$ cat config.mk
export PLATFORM = sky130hd
export DESIGN_NAME = clock_advance_sched
export DESIGN_NICKNAME = d
export VERILOG_FILES = /design/src/rtl/clock_advance_sched.sv
export SDC_FILE = /design/constraint.sdc
export NUM_CORES = 1
export LEC_CHECK = 0
export CORE_ASPECT_RATIO = 0.5
export CORE_MARGIN = 2
export CORE_UTILIZATION = 35
export DETAILED_ROUTE_END_ITERATION = 12
export GPL_ROUTABILITY_DRIVEN = 0
export GPL_TIMING_DRIVEN = 0
export SLEW_MARGIN = 15
export SYNTH_ARGS = -nofsm -noshare
export SYNTH_HDL_FRONTEND = slang
export SYNTH_SLANG_ARGS = --single-unit
$ cat constraint.sdc
create_clock -name clock -period 3.4 [get_ports clock]
set_input_delay 0.51 -clock clock [delete_from_list [all_inputs] [get_ports clock]]
set_output_delay 0.51 -clock clock [all_outputs]
set_load 0.01 [all_outputs]
$ cat src/rtl/clock_advance_sched.sv
// clock_advance_sched
//   Shares one cycle-advance engine among NUM_REQ requesters. Each grant
//   drives clk_en high for exactly the requested number of cycles, then
//   pulses done for the grantee. Arbitration is round-robin. It is decided
//   only in IDLE, and a grant is never preempted.
//
// Ports
//   clock        : free-running scheduler clock (posedge)
//   reset_n      : synchronous active-low reset
//   req          : per-requester level request
//   req_cycles   : packed cycle counts, slice i = [i*CNT_W +: CNT_W]
//   gnt          : one-hot grant, high in ADVANCE and DONE
//   done         : one-cycle completion pulse to the grantee
//   clk_en       : clock-enable to the clock generator, high only in ADVANCE
//   busy         : high whenever the scheduler is not idle
//   active_id    : index of the current or most recent grantee
//   remaining    : cycles left in the current advance
//   total_cycles : running count of ADVANCE cycles, modulo 2^64
module clock_advance_sched #(
    parameter int NUM_REQ = 4,
    parameter int CNT_W   = 32,
    localparam int ID_W   = $clog2(NUM_REQ)
) (
    input  logic                     clock,
    input  logic                     reset_n,
    input  logic [NUM_REQ-1:0]       req,
    input  logic [NUM_REQ*CNT_W-1:0] req_cycles,
    output logic [NUM_REQ-1:0]       gnt,
    output logic [NUM_REQ-1:0]       done,
    output logic                     clk_en,
    output logic                     busy,
    output logic [ID_W-1:0]          active_id,
    output logic [CNT_W-1:0]         remaining,
    output logic [63:0]              total_cycles
);

    typedef enum logic [1:0] {
        ST_IDLE,
        ST_ADVANCE,
        ST_DONE
    } state_t;

    state_t            state;
    logic [ID_W-1:0]   rr_ptr;

    logic              pick_valid;
    logic [ID_W-1:0]   pick_id;
    logic [CNT_W-1:0]  pick_cycles;
    logic [ID_W-1:0]   next_ptr;

    function automatic logic [NUM_REQ-1:0] onehot(input logic [ID_W-1:0] idx);
        logic [NUM_REQ-1:0] v;
        v      = '0;
        v[idx] = 1'b1;
        return v;
    endfunction

    // Round-robin pick: scan from the farthest candidate back toward rr_ptr
    // so the candidate closest to rr_ptr (in wrap order) is written last.
    always_comb begin
        pick_valid  = 1'b0;
        pick_id     = '0;
        pick_cycles = '0;
        for (int k = NUM_REQ - 1; k >= 0; k--) begin
            if (req[(int'(rr_ptr) + k) % NUM_REQ]) begin
                pick_valid  = 1'b1;
                pick_id     = ID_W'((int'(rr_ptr) + k) % NUM_REQ);
                pick_cycles = req_cycles[((int'(rr_ptr) + k) % NUM_REQ) * CNT_W +: CNT_W];
            end
        end
    end

    assign next_ptr = (active_id == ID_W'(NUM_REQ - 1)) ? '0 : active_id + 1'b1;

    always_ff @(posedge clock) begin
        if (!reset_n) begin
            state        <= ST_IDLE;
            rr_ptr       <= '0;
            gnt          <= '0;
            done         <= '0;
            clk_en       <= 1'b0;
            busy         <= 1'b0;
            active_id    <= '0;
            remaining    <= '0;
            total_cycles <= '0;
        end else begin
            case (state)
                ST_IDLE: begin
                    if (pick_valid) begin
                        active_id <= pick_id;
                        remaining <= pick_cycles;
                        gnt       <= onehot(pick_id);
                        busy      <= 1'b1;
                        // A zero count goes straight to DONE, so done
                        // accompanies gnt in the very first granted cycle.
                        if (pick_cycles != '0) begin
                            state  <= ST_ADVANCE;
                            clk_en <= 1'b1;
                            done   <= '0;
                        end else begin
                            state  <= ST_DONE;
                            clk_en <= 1'b0;
                            done   <= onehot(pick_id);
                        end
                    end else begin
                        gnt    <= '0;
                        done   <= '0;
                        clk_en <= 1'b0;
                        busy   <= 1'b0;
                    end
                end

                ST_ADVANCE: begin
                    total_cycles <= total_cycles + 64'd1;
                    remaining    <= remaining - 1'b1;
                    // remaining == 1 marks the last enabled cycle.
                    if (remaining == CNT_W'(1)) begin
                        state  <= ST_DONE;
                        clk_en <= 1'b0;
                        done   <= onehot(active_id);
                    end
                end

                ST_DONE: begin
                    state  <= ST_IDLE;
                    rr_ptr <= next_ptr;
                    gnt    <= '0;
                    done   <= '0;
                    busy   <= 1'b0;
                end

                default: begin
                    state <= ST_IDLE;
                end
            endcase
        end
    end

endmodule

* Word-level counts from Yosys, hierarchy flattened
Cells that the tools add are included.
** Word-level totals
- Register bits after elaboration :: 112
- Input bits :: 134
- Logic and storage cells :: 97
** Cells by class
- Add/subtract/negate cells :: 6
- Magnitude comparators :: 8
- Equality and inequality tests :: 6
- Shift operators :: 4
- Multiplexer cells :: 46
- Bitwise gates (word level) :: 3
- Reduce and logical (&&, ||, !) cells :: 15
** Operator list (number)
- variable part select 128 x 8 -> 32 bit :: 4
- 2-to-1 mux 32 bit :: 5
- adder 64 x 1 -> 64 bit (second input constant) :: 1
- case mux 32 bit (2 select lines) :: 1
- == test 32 x 1 -> 1 bit (second input constant) :: 1
- nonzero test 32 bit :: 1
- subtractor 32 x 1 -> 32 bit (second input constant) :: 1
- 2-to-1 mux 1 bit :: 17
- 2-to-1 mux 2 bit :: 8
- 2-to-1 mux 4 bit :: 4
- < comparator 3 x 4 -> 1 bit (second input constant) :: 3
- case mux 4 bit (3 select lines) :: 1
- AND reduction 2 bit :: 5
- < comparator 2 x 3 -> 1 bit (second input constant) :: 3
- binary-select mux 1 bit (select 2 bit) :: 4
- case mux 4 bit (2 select lines) :: 1
- OR reduction 2 bit :: 3
- adder 2 x 1 -> 2 bit (second input constant) :: 2
- adder 2 bit (second input constant) :: 2
- demux 1 bit (select 2 bit) :: 2
- == test 2 bit (second input constant) :: 2
- greater-or-equal comparator 2 x 1 -> 1 bit (second input constant) :: 2
- inequality test 2 bit (second input constant) :: 2
- case mux 1 bit (2 select lines) :: 2
- 7 further kinds :: 11

* Logic depth before layout (Yosys ltp)
- Depth in word-level cells :: 17
- Depth in mapped cells :: 14
- Depth with buffers taken out :: 11

* Least setup slack after synthesis
No wires, ideal clock.
- Path type :: in2reg
- Start :: input req[1]
- End :: register state[1]
- Library setup time :: 103 ps
- Arrival time :: 2816 ps
- Data required time :: 3297 ps
- Setup slack :: 481 ps
- Cell stages on the path :: 10
- Cell sequence :: buf_2 mux4_1 nor2_2 o211a_1 a22oi_1 nor4_1 nand4_1 and4b_2 nand4b_1 a2111oi_2
** On the way
- Word-level cells in the longest chain between the ends :: 11
** Ends and longest elaborated chain
- start: declaration :: line 26 : input logic [NUM_REQ-1:0] req,
- binary-select mux 1 bit (select 2 bit) :: line 65 : if (req[(int'(rr_ptr) + k) % NUM_REQ]) begin
- 2-to-1 mux 1 bit (not written as such) (2 in a row) :: line 65
- 2-to-1 mux 32 bit (4 in a row) :: line 65
- nonzero test 32 bit :: line 96 : if (pick_cycles != '0) begin
- 2-to-1 mux 2 bit :: line 96
- 2-to-1 mux 2 bit :: line 89 : if (pick_valid) begin
- case mux 2 bit (2 select lines) :: line 87 : case (state)
- end signal: assignment :: line 97 : state <= ST_ADVANCE;
- end signal: assignment :: line 101 : state <= ST_DONE;
- end signal: assignment :: line 118 : state <= ST_DONE;
- end: declaration :: line 43 : state_t state;
Several ways; a longest one is shown, not always the timed one. The select of a mux whose other input is x is not followed.
A chain may end at the register's enable or synchronous reset.

* Worst setup path after layout
- Start :: register rr_ptr[1]
- End :: register state[1]
** On the way
- Word-level cells in the longest chain between the ends :: 12
** Ends and longest elaborated chain
- start: declaration :: line 44 : logic [ID_W-1:0] rr_ptr;
- start signal: assignment :: line 126 : rr_ptr <= next_ptr;
- adder 2 bit :: line 65, 68
- OR reduction 2 bit (no line) / binary-select mux 1 bit (select 2 bit) (equally long branches)
- bitwise AND 1 bit (no line) / 2-to-1 mux 1 bit (equally long branches)
- variable part select 128 x 8 -> 32 bit / 2-to-1 mux 1 bit (equally long branches) :: line 68, 65
- 2-to-1 mux 32 bit (4 in a row) :: line 65
- nonzero test 32 bit :: line 96
- 2-to-1 mux 2 bit :: line 96
- 2-to-1 mux 2 bit :: line 89
- case mux 2 bit (2 select lines) :: line 87
Several ways; a longest one is shown, not always the timed one. The select of a mux whose other input is x is not followed.

==> run metrics <==
sequential power share 25.6%; EDFF count, synth 0; commonest non-fill, non-tap cell in the layout clkdlybuf4s50_1; Hold Path End busy; largest net degree at the start of global routing 21; synthesized area 9990 um2; Port Buffers ~240; cell taking the most area after synthesis dfxtp_1; initial antenna violation count 2; CP Cell Sequence buf_6, buf_12, buf_6, buf_6, buf_4, mux2i_1, o221ai_1, a222oi_1, a31oi_2, nand4b_1, a2111oi_2; # H-tree levels 3; Wirelength per Cell 23.4 um; leakage power 0.00467 uW; Root Buffer Master clkbuf_16; P_int 3900 uW; post-synthesis simple-gate area fraction a little under a quarter; total grt overflow 0; Synth Net Count 1407; FF-to-FF path depth 11; Vias/cell roughly 6.2; asr flop ratio synth 0%; worst reg-to-reg setup slack between 0.0015 and 0.002 ns; Syn Inst Count approximately 1300; fraction of layout cells with a size suffix above 1 13.6%; die area about 30000 um2; unrepaired setup endpoints after global routing yes; initial drt markers 1837; post-synthesis mux area share about 18%; Fin Setup TNS 0 ns; die width 243 um; crit path DAT roughly 3.7 ns; Final min period roughly 3.4 ns; Clk pwr share 15.8%; Peak VDD IR ~330 uV; placed cell areas between 10000 and 15000 um2; CP most frequent cell buf_6; XOR/XNOR share of the synthesized area approximately 5.4%; core area roughly 28000 um2; Hold Path Origin busy; Skew-Pair Late Insertion Delay about 0.37 ns; Yosys warnings 0; slowest stage delay, CP 0.42 ns; adder-cell share of the synthesized area ~1.4%; Antenna Nets Post-Route 0; via count ~12000; global-route wire length before repair approximately 66000 um; Worst Max-Slew Pin Slew 0.774 ns; FMAX 294 MHz; Worst Setup End Kind flip-flop; Fin. Hold Viols 0; largest family of logic cells by synthesized area simple AND/OR/NAND/NOR gates; Site Rows between 40 and 50; Hold Path Cell Cnt 2; chip height ~120 um; initial core utilization 35.8%; CP Launch Type flip-flop; ys flop type dfxtp_1; Mapped Avg Cell Area 7.92 um2; Hold Crit Class reg2reg; commonest cells after routing, fill and taps aside clkdlybuf4s50_1 (240), nor2_1 (139), dfxtp_1 (110); share of the synthesized area in the top cell type between 20% and 30%; combinational share of power between 50% and 60%; critical path peak fanout 10; CTS sink count around 110; drt total wl approximately 45000 um; Fillers between 2000 and 3000; Critical-path top delay cell a222oi_1; CP Class reg2reg; WP data required between 3 and 4 ns; clock-pin transition on the worst setup and hold timing paths roughly 0.08 ns; Clock Tree Buf Depth 2; I/O Pins roughly 240; DRT Pass-1 Iters 7; post-route cell area ~14000 um2; Seq/Total Area, Yosys between 20% and 30%; number of global-route vias before repair about 11000; GRT Total Usage between 20% and 30%; HPWL Detailed between 30000 and 40000 um; Synth area leaders dfxtp_1 (22%), mux2i_1 (6.8%), mux4_2 (6.3%); reg-to-reg endpoint state[1]; CTS tree built; outcome finished clean; max capacitance violation total 0; r2r startpoint rr_ptr[1]; P_sw around 3500 uW; Slew Limit Fails 0; Net Sw Frac about 47%; post-synthesis compound-gate area fraction approximately 23%; clk_skew 0.0125 ns; Final setup viols 0; synthesis-to-finish area growth 36.6%; #FFs+latches synth around 110; Nets approximately 1700; PD cells roughly 540 nW/um2; CTS Hold Bufs 0; fin crit share between 90% and 100%; CTS Buf Count 9; Worst slew margin between 40% and 50%; Residual DRC 0; synth unique cells 89
stage by stage:
step | power [uW] | instances | utilization, % | hold slack [ns] | worst slack [ns]
CTS | 7140 | 1906 | 48.2 | 0.506 | 0.00176
floorplan | 4190 | 1262 | - | 0.463 | 0.481
global placement | 5850 | 1885 | 46.2 | 0.486 | -1.24
finish | 7360 | 1912 | 49.0 | 0.501 | 0.00175
detailed placement | 5890 | 1885 | 46.2 | 0.486 | -1.23
global route | 7670 | 1911 | 49.0 | 0.527 | -0.0307
what timing repair did:
| item | in CTS | in global routing |
|---|---|---|
| setup endpoints to repair | 52 | 22 |
| pin swaps | 5 | 8 |
| buffers inserted | 6 | 5 |
| gates resized for setup | 55 | 50 |
power by group through the flow:
stage | clock network, uW | registers [uW] | logic, uW
3_3_place_gp | 0 | 1890 | 3960
2_1_floorplan | 0 | 1900 | 2290
5_1_grt | 1220 | 1920 | 4530
3_5_place_dp | 0 | 1900 | 3980
6_report | 1160 | 1890 | 4320
4_1_cts | 1180 | 1870 | 4080
sequential cells by signal, indices dropped and copies added, names as in the netlist:
name / count
busy: 1
remaining: 32
rr_ptr: 2
done: 4
active_id: 2
clk_en: 1
state: 2
total_cycles: 64
gnt: 4
per-layer routing:
layer	global-route usage [%]	share of wire (%)
met1	35.0	39
met2	46.0	44
met3	8.62	12
met4	14.6	5.3
met5	0	0.029
cell families after synthesis:
kind of cell	after synthesis
buffers and inverters	114
xor gates and xnor gates	62
AOI/OAI and AO/OA	346
and+or+nand+nor	482
DFF	112
muxes	135
adders and majority gates	11
worst max-delay path, delay by kind of cell, from the launching register on:
| family | cells | cell delay [ns] |
|---|---|---|
| buffers and inverters | 5 | 1.10 |
| multiplexers | 1 | 0.31 |
| flip-flops | 1 | 0.41 |
| AO/OA/AOI/OAI | 4 | 1.19 |
| AND/OR/NAND/NOR | 1 | 0.27 |
Yosys cell counts, types with 12 or more instances:
master    count
a211oi_1     12
a21oi_1      91
a22oi_1      14
a31oi_1      25
and2_1       17
and3_1       21
buf_1        13
buf_2        27
clkbuf_1     33
dfxtp_1     112
inv_1        19
mux2_2       33
mux2i_1      68
mux4_2       28
nand2_1     102
nand2b_1     12
nand3_1      53
nand4_1      13
nor2_1      141
nor3_1       39
nor4_1       13
o211ai_1     15
o21ai_0      76
o221ai_1     16
or3_1        20
xnor2_1      27
xor2_1       35
final cells by class:
cell class	count	area, um2	share of cell area (%)
multi-input cells	1036	7410	54.3
repair buffers	252	2500	18.3
flip-flops and latches	112	2250	16.5
plain buffers	92	604	4.43
well taps	382	478	3.50
clock buffers	10	239	1.75
clock inverters	6	83.8	0.614
inverters	21	80.1	0.587
diodes	1	2.50	0.0183
how the worst max path moves through the flow:
| stage | from | endpoint | slack [ns] | cells after the start |
|---|---|---|---|---|
| final | rr_ptr[1] | state[1] | 0.002 | 11 |
| after global placement | req[3] | remaining[20] | -1.24 | 11 |
| after floorplan | req[1] | state[1] | 0.48 | 10 |
| after detailed placement | req[1] | remaining[20] | -1.23 | 11 |
| after CTS | req[1] | state[1] | 0.002 | 12 |
| after global routing | req[3] | done[0] | -0.03 | 11 |
Note: power is estimated with default switching activity, not from simulation.
